--- src/rtl/dm_arb_pkg.sv ---
// Shared types, defaults and helpers for the data-memory arbiter.
package dm_arb_pkg;

    // Arbiter ownership state; kept as plain constants for legacy tools.
    typedef logic [0:0] arb_state_t;
    localparam arb_state_t C_OWN   = 1'b0;
    localparam arb_state_t D_BURST = 1'b1;

    // Default configuration of the arbiter.
    localparam int DATA_W_DEF     = 32;
    localparam int ADDR_W_DEF     = 32;
    localparam int DEPTH_DEF      = 64;
    localparam int STARVE_MAX_DEF = 4;
    localparam int BURST_MAX_DEF  = 4;

    // Bits needed to hold a count of 0..max_val.
    function automatic int cnt_width(input int max_val);
        return (max_val < 1) ? 1 : $clog2(max_val + 1);
    endfunction

endpackage

--- src/rtl/dm_arb_sat_cnt.sv ---
// Clear/increment counter that stops at TC_VAL and flags the terminal count.
module dm_arb_sat_cnt
    import dm_arb_pkg::*;
#(
    parameter int WIDTH  = 3,
    parameter int TC_VAL = 3
) (
    input  logic clk,
    input  logic rst_n,
    input  logic clr,
    input  logic inc,
    output logic tc
);

    logic [WIDTH-1:0] cnt;

    assign tc = (cnt == WIDTH'(TC_VAL));

    // Count events, holding at the terminal value until cleared.
    // NOTE: clocked state uses <= so every flop samples pre-edge values.
    always_ff @(posedge clk) begin
        if (!rst_n || clr) begin
            cnt <= '0;
        end else if (inc && !tc) begin
            cnt <= cnt + WIDTH'(1);
        end
    end

endmodule

--- src/rtl/dm_arbiter.sv ---
// Single-port data-memory arbiter: CPU (port C) has priority, a starvation
// counter forces fixed-length DMA (port D) bursts, addresses are range-checked.
module dm_arbiter
    import dm_arb_pkg::*;
#(
    parameter int DATA_W     = DATA_W_DEF,
    parameter int ADDR_W     = ADDR_W_DEF,
    parameter int DEPTH      = DEPTH_DEF,
    parameter int STARVE_MAX = STARVE_MAX_DEF,
    parameter int BURST_MAX  = BURST_MAX_DEF
) (
    input  logic              clk,
    input  logic              rst_n,
    input  logic              cpu_req,
    input  logic              cpu_we,
    input  logic [ADDR_W-1:0] cpu_addr,
    input  logic [DATA_W-1:0] cpu_wdata,
    output logic [DATA_W-1:0] cpu_rdata,
    output logic              cpu_stall,
    input  logic              dma_req,
    input  logic              dma_we,
    input  logic [ADDR_W-1:0] dma_addr,
    input  logic [DATA_W-1:0] dma_wdata,
    output logic              dma_gnt,
    output logic [DATA_W-1:0] dma_rdata,
    output logic              dma_rvalid,
    output logic              addr_err,
    output logic [ADDR_W-1:0] Mem_ID,
    output logic              Mem_Write,
    output logic              Mem_Read,
    output logic [DATA_W-1:0] Mem_WData,
    input  logic [DATA_W-1:0] Mem_RData
);

    localparam int WAIT_W  = cnt_width(STARVE_MAX);
    localparam int BURST_W = cnt_width(BURST_MAX);

    arb_state_t        state;
    arb_state_t        state_nxt;
    logic              c_gnt;
    logic              d_gnt;
    logic              wait_tc;
    logic              burst_tc;
    logic              g_any;
    logic              g_we;
    logic [ADDR_W-1:0] g_addr;
    logic [DATA_W-1:0] g_wdata;
    logic              g_in_range;

    // Grant decode: CPU first in C_OWN, DMA only during a forced burst; nothing in reset.
    // NOTE: every output of a combinational block gets a default first, so no latch is inferred.
    always_comb begin
        c_gnt = 1'b0;
        d_gnt = 1'b0;
        if (rst_n) begin
            if (state == C_OWN) begin
                c_gnt = cpu_req;
                d_gnt = dma_req & ~cpu_req;
            end else begin
                d_gnt = dma_req;
            end
        end
    end

    assign cpu_stall = rst_n & cpu_req & ~c_gnt;
    assign dma_gnt   = d_gnt;
    assign g_any     = c_gnt | d_gnt;

    // Memory bus mux: the granted port drives address, direction and write data.
    always_comb begin
        g_we    = 1'b0;
        g_addr  = '0;
        g_wdata = '0;
        if (c_gnt) begin
            g_we    = cpu_we;
            g_addr  = cpu_addr;
            g_wdata = cpu_wdata;
        end else if (d_gnt) begin
            g_we    = dma_we;
            g_addr  = dma_addr;
            g_wdata = dma_wdata;
        end
    end

    // Out-of-range accesses are granted but never reach the memory array.
    assign g_in_range = (g_addr < ADDR_W'(DEPTH));
    assign Mem_ID     = g_addr;
    assign Mem_WData  = g_wdata;
    assign Mem_Write  = g_any & g_we & g_in_range;
    assign Mem_Read   = g_any & ~g_we & g_in_range;
    assign cpu_rdata  = (c_gnt && !cpu_we && g_in_range) ? Mem_RData : '0;

    // Ownership transitions: enter a burst on starvation, leave on burst end or DMA idle.
    always_comb begin
        state_nxt = state;
        if (state == C_OWN) begin
            if (dma_req && !d_gnt && wait_tc) begin
                state_nxt = D_BURST;
            end
        end else if (!dma_req || (d_gnt && burst_tc)) begin
            state_nxt = C_OWN;
        end
    end

    // Consecutive cycles the DMA has been kept waiting.
    dm_arb_sat_cnt #(
        .WIDTH  (WAIT_W),
        .TC_VAL (STARVE_MAX - 1)
    ) u_wait_cnt (
        .clk   (clk),
        .rst_n (rst_n),
        .clr   (d_gnt | ~dma_req),
        .inc   (dma_req & ~d_gnt),
        .tc    (wait_tc)
    );

    // DMA grants taken in the current forced burst; idle outside bursts.
    dm_arb_sat_cnt #(
        .WIDTH  (BURST_W),
        .TC_VAL (BURST_MAX - 1)
    ) u_burst_cnt (
        .clk   (clk),
        .rst_n (rst_n),
        .clr   ((state == C_OWN) | (state_nxt == C_OWN)),
        .inc   (d_gnt),
        .tc    (burst_tc)
    );

    // Ownership state, registered DMA read return and sticky range error.
    always_ff @(posedge clk) begin
        if (!rst_n) begin
            state      <= C_OWN;
            dma_rdata  <= '0;
            dma_rvalid <= 1'b0;
            addr_err   <= 1'b0;
        end else begin
            state      <= state_nxt;
            dma_rvalid <= d_gnt & ~dma_we;
            if (d_gnt && !dma_we) begin
                dma_rdata <= g_in_range ? Mem_RData : '0;
            end
            if (g_any && !g_in_range) begin
                addr_err <= 1'b1;
            end
        end
    end

endmodule

--- config.mk ---
export PLATFORM = sky130hd
export DESIGN_NAME = dm_arbiter
export DESIGN_NICKNAME = d
export VERILOG_FILES = /design/src/rtl/dm_arb_pkg.sv /design/src/rtl/dm_arb_sat_cnt.sv /design/src/rtl/dm_arbiter.sv
export SDC_FILE = /design/constraint.sdc
export NUM_CORES = 1
export LEC_CHECK = 0
export CAP_MARGIN = 10
export CORE_AREA = 2 2 117 119
export CTS_CLUSTER_SIZE = 25
export DETAILED_ROUTE_END_ITERATION = 10
export DIE_AREA = 0 0 119 121
export GPL_TIMING_DRIVEN = 1
export PLACE_DENSITY = 0.73
export SYNTH_ARGS = -nofsm -noshare
export SYNTH_HDL_FRONTEND = slang
export SYNTH_HIERARCHICAL = 1
export SYNTH_SLANG_ARGS = --single-unit
--- constraint.sdc ---
create_clock -name clk -period 2.21 [get_ports clk]
set_clock_uncertainty 0.15 [all_clocks]
set_input_delay 0.442 -clock clk [delete_from_list [all_inputs] [get_ports clk]]
set_output_delay 0.442 -clock clk [all_outputs]
set_load 0.05 [all_outputs]
=== Yosys cells after proc, flatten, opt, wreduce, memory -nomap -nowiden ===
Cells that the tools add are included.

* Add/subtract/negate cells: 2
* Reduce and logical (&&, ||, !) cells: 20
* Equal/unequal tests: 2
* Muxes and demuxes: 15
* Bitwise operators: 20
* $lt $le $gt $ge: 1

{| class="wikitable"
|+ Operators with widths
! cell !! count
|-
| $mux W32 || 6
|-
| $lt A32 B7 Y1 const B || 1
|-
| $and A1 B1 Y1 || 9
|-
| $logic_and A1 B1 Y1 || 9
|-
| $mux W1 || 9
|-
| $logic_not A1 Y1 || 8
|-
| $not A1 Y1 || 8
|-
| $add A3 B1 Y3 const B || 2
|-
| $eq A3 B2 Y1 const B || 2
|-
| $logic_or A1 B1 Y1 || 3
|-
| $or A1 B1 Y1 || 3
|}

* Register bits: 41
* Word-level logic and storage cells: 66
* Output and inout port bits: 134
* Input port bits: 166

=== Depth between registers and ports, before layout ===
* Depth after elaboration: 12
* Gate-level depth with buffers: 8
* Depth with buffers taken out: 7

=== Hierarchy ===
The synthesis kept the hierarchy.

{| class="wikitable"
|+ By module, submodules not included
! module !! area an instance (um^2) !! seq. area each (um^2) !! times used !! cells each
|-
| dm_arbiter || 3331.9 || 700.7 || 1 || 414
|-
| dm_arb_sat_cnt || 151.4 || 60.1 || 2 || 14
|}

=== Worst setup path after synthesis ===
Ideal clock, no wire load.

* Path kind: input to output
* Start: in dma_addr[15]
* End: out Mem_Read
* Setup slack: -1.316 ns
* Stages: 5
* Data arrival time: 2.934 ns
* Required time: 1.618 ns
* Path buffers: 1
* Cells stage by stage: or4_1 -> nand3_1 -> a41oi_2 -> buf_2 -> nor4_1

* Longest elaborated chain between the ends: 4

{| class="wikitable"
|+ RTL lines
! element !! line !! text
|-
| start: declaration || dm_arbiter.sv:22 || <nowiki>input logic [ADDR_W-1:0] dma_addr,</nowiki>
|-
| $mux W32 || dm_arbiter.sv:78 || <nowiki>end else if (d_gnt) begin</nowiki>
|-
| $mux W32 || dm_arbiter.sv:74 || <nowiki>if (c_gnt) begin</nowiki>
|-
| $lt A32 B7 Y1 || dm_arbiter.sv:86 || <nowiki>assign g_in_range = (g_addr < ADDR_W'(DEPTH));</nowiki>
|-
| $and A1 B1 Y1 || dm_arbiter.sv:90 || <nowiki>assign Mem_Read = g_any & ~g_we & g_in_range;</nowiki>
|-
| end: declaration || dm_arbiter.sv:30 || <nowiki>output logic Mem_Read,</nowiki>
|}

Every way passes these cells.

=== Worst setup path after layout ===
* Start: in dma_addr[26]
* End: out cpu_rdata[19]

* Longest elaborated chain between the ends: 5

{| class="wikitable"
|+ RTL lines
! element !! line !! text
|-
| $mux W32 || dm_arbiter.sv:78 ||
|-
| $mux W32 || dm_arbiter.sv:74 ||
|-
| $lt A32 B7 Y1 || dm_arbiter.sv:86 ||
|-
| $logic_and A1 B1 Y1 || dm_arbiter.sv:91 || <nowiki>assign cpu_rdata = (c_gnt && !cpu_we && g_in_range) ? Mem_RData : '0;</nowiki>
|-
| $mux W32 || dm_arbiter.sv:91 ||
|-
| end: declaration || dm_arbiter.sv:18 || <nowiki>output logic [DATA_W-1:0] cpu_rdata,</nowiki>
|}

Every way passes these cells.

==> flow_metrics.env <==
export IMPL_cp_data_required_time_ns=1.62
export IMPL_worst_slack_ns=-0.648
export IMPL_synth_seq_area_share=0.226
export IMPL_sw_frac_of_total=0.369
export IMPL_htreeDepth=2
export IMPL_mappedNetlistNets=612
export IMPL_finalWorstPathRequiredPeriod_ns=2.86
export IMPL_detail_route_wl_per_cell_microns=20.1
export IMPL_clock_pin_slew_on_the_worst_setup_and_hold_paths_ns=0.05
export IMPL_fin_cells=950
export IMPL_run_status="complete, but fails checks"
export IMPL_io_pin_count=300
export IMPL_core_area_sq_um=13100
export IMPL_report_final_hold_viol_count=0
export IMPL_drive_gt1_frac=0.481
export IMPL_hp_class="flop to flop"
export IMPL_clockRootBuffer="clkbuf_16"
export IMPL_yosys_register_bits=41
export IMPL_syn_mean_instance_area_sq_um=8.22
export IMPL_routed_vias_inst=5.38
export IMPL_critical_path_startpoint_type="primary input"
export IMPL_min_period_over_period=1.29
export IMPL_numCtsBuffers=5
export IMPL_dr_total_vias=5107
export IMPL_crit_fanout=5
export IMPL_pre_cts_ws_ns=-0.988
export IMPL_grt_pass1_wl_microns=29400
export IMPL_globalRouteTotalUtil=0.253
export IMPL_antenna_violating_nets_post_route=0
export IMPL_portBuffers=299
export IMPL_arrival_ns=2.27
export IMPL_peak_supply_drop_v=0.000276
export IMPL_setup_viol_count_final=90
export IMPL_timing_setup_critical_path_class="primary input to output port"
export IMPL_seq_power_share=0.233
export IMPL_final_hold_worst_slack_ns=0.308
export IMPL_dp_cells=917
export IMPL_grt_start_max_net_pins=38
export IMPL_rsz_0062_raised_after_global_routing="yes"
export IMPL_place_congestion=0.849
export IMPL_floorplan_die_height_microns=121
export IMPL_detail_route_drc_violations=0
export IMPL_tritoncts_clock_tree="yes"
export IMPL_maxSlewHeadroom=0.637
export IMPL_antenna_found_initial=0
export IMPL_floorplan_initialDensity=0.278
export IMPL_detail_route_iter0_violations=325
export IMPL_drv_slew=0
export IMPL_synth_lib_cells_used_distinct=42
export IMPL_internal_power_mw=2.02
export IMPL_place_detailed_hpwl_microns=14100
export IMPL_p_switching_mw=1.18
export IMPL_cts_sinks=41
export IMPL_comb_power_share=0.554
export IMPL_clk_insertion_delay_late_ns=0.28
export IMPL_fp_row_count=42
export IMPL_dieWidth_microns=119
export IMPL_diodes=0
export IMPL_most_common_layout_cells="clkdlybuf4s50_1, buf_12, nand2_1, buf_6, buf_4"
export IMPL_detailedRoute_firstPassIterationCount=4
export IMPL_final_nets=945
export IMPL_syn_to_final_growth_pct=157
export IMPL_series_of_cell_instances_along_the_critical_path="buf_6, or4_4, nand3_4, a41oi_4, buf_12, buf_8, buf_8, buf_12, nor4_4, buf_6"
export IMPL_number_of_global_route_vias_before_repair=5205
export IMPL_clockPowerShare=0.213
export IMPL_max_cap_viol_count=0
export IMPL_layout_cells_most_common="clkdlybuf4s50_1"
export IMPL_worstMarginPinSlew_ns=0.543
export IMPL_max_freq_mhz=350
export IMPL_worst_setup_path_end_kind="output port"
export IMPL_critical_path_slowest_cell="or4_4"
export IMPL_failed_checks="setup timing"
export IMPL_grt_overflow_total=0
export IMPL_synth_cell_area_sq_um=3630
export IMPL_power_per_cell_area_nw_per_um2=343
export IMPL_netlist_instances=442
export IMPL_totalWireLength_microns=19100
export IMPL_delay_of_the_slowest_cell_on_the_worst_path_ns=0.54
export IMPL_design_die_area_sq_um=14400
export IMPL_postLayoutCoreUtil=0.713
export IMPL_clockBufferDepth=2
export IMPL_yosys_warnings=6
export IMPL_p_leak_nw=3.34
## power by group through the flow
stage	logic (mW)	clock network (mW)	registers [mW]
3_5_place_dp	1.59	0	0.763
2_1_floorplan	0.765	0	0.771
4_1_cts	1.72	0.691	0.745
6_report	1.77	0.683	0.745
3_3_place_gp	1.56	0	0.762
5_1_grt	1.84	0.725	0.745
## flip-flops by register name, summed over array words and instances, names as in the netlist
register,count
dma_rdata,32
u_wait_cnt/cnt,3
u_burst_cnt/cnt,3
dma_rvalid,1
state,1
addr_err,1
## cells in the mapped netlist, drive strengths merged
library cell / number / area, sq um
nand4b: 1 / 8.76
nor2b: 2 / 27.5
a22o: 38 / 333
nand2: 60 / 225
nor4: 44 / 463
nand3: 28 / 140
nand3b: 32 / 240
a31oi: 2 / 12.5
and2b: 1 / 7.51
a41oi: 3 / 33.8
xnor2: 2 / 17.5
o41ai: 2 / 17.5
mux2i: 3 / 30.0
dfxtp: 41 / 821
or4: 1 / 7.51
a21oi: 25 / 125
inv: 6 / 22.5
and4b: 1 / 10.0
o21ai: 1 / 5.00
and3b: 2 / 17.5
nand4: 32 / 200
and3: 1 / 6.26
clkbuf: 34 / 128
buf: 24 / 169
o31a: 1 / 8.76
o41a: 1 / 11.3
nor3: 1 / 10.0
and2: 1 / 6.26
nand2b: 3 / 21.3
ha: 4 / 50.1
o31ai: 32 / 385
o221a: 1 / 11.3
a211oi: 2 / 25.0
nor2: 10 / 37.5
## layer usage
layer,wire (microns),global-route usage,vias up
met5,0,0,-
met4,293,0.0551,0
met3,1380,0.0602,22
met2,9800,0.455,214
met1,7620,0.306,2495
li1,-,-,2376
## stage by stage
stage	power [mW]	setup TNS (ns)	instance area, sq um
finish	3.20	-28.61	9330
detailed placement	2.35	-85.86	8400
global route	3.31	-34.96	9330
CTS	3.16	-37.53	9130
floorplan	1.54	-16.10	4370
global placement	2.33	-81.41	8400
## cell families (layout without fill, tap and decap cells)
logic type	after synthesis	count (layout)	share of synthesized area
compound gates	108	108	0.266
xor+xnor	2	2	0.00482
fa+ha+maj	4	4	0.0138
buf+inv	64	396	0.0878
flops	41	41	0.226
mux	3	3	0.00826
simple gates	220	220	0.393
## critical path: cells and delay by family
| kind | cells | cell delay [ns] |
|---|---|---|
| and+or+nand+nor | 3 | 0.86 |
| buffers and inverters | 6 | 0.83 |
| AOI/OAI and AO/OA | 1 | 0.12 |
## worst paths after layout
kind	from	endpoint	slack [ns]	depth (start not counted)
hold / removal	dma_rdata[8]	dma_rdata[8]	0.31	2
setup / recovery	dma_addr[26]	cpu_rdata[19]	-0.65	10
setup reg to reg	state	addr_err	-0.03	7
hold reg to reg	dma_rdata[8]	dma_rdata[8]	0.31	2
## final cells by class
cell class,count,area [sq um]
Clock buffer,5,125
Fill cell,942,3760
Clock inverter,1,5.00
Multi-Input combinational cell,337,3420
Tap cell,176,220
Sequential cell,41,825
Timing Repair Buffer,384,4710
Inverter,6,22.5
## what timing repair did
action	4_1_cts	5_1_grt
gates resized for setup	170	56
setup endpoints to repair	134	117
gates cloned	4	2
buffers inserted	20	2
hold buffers	0	0
pin swaps	28	10
(Power assumes the default switching activity.)
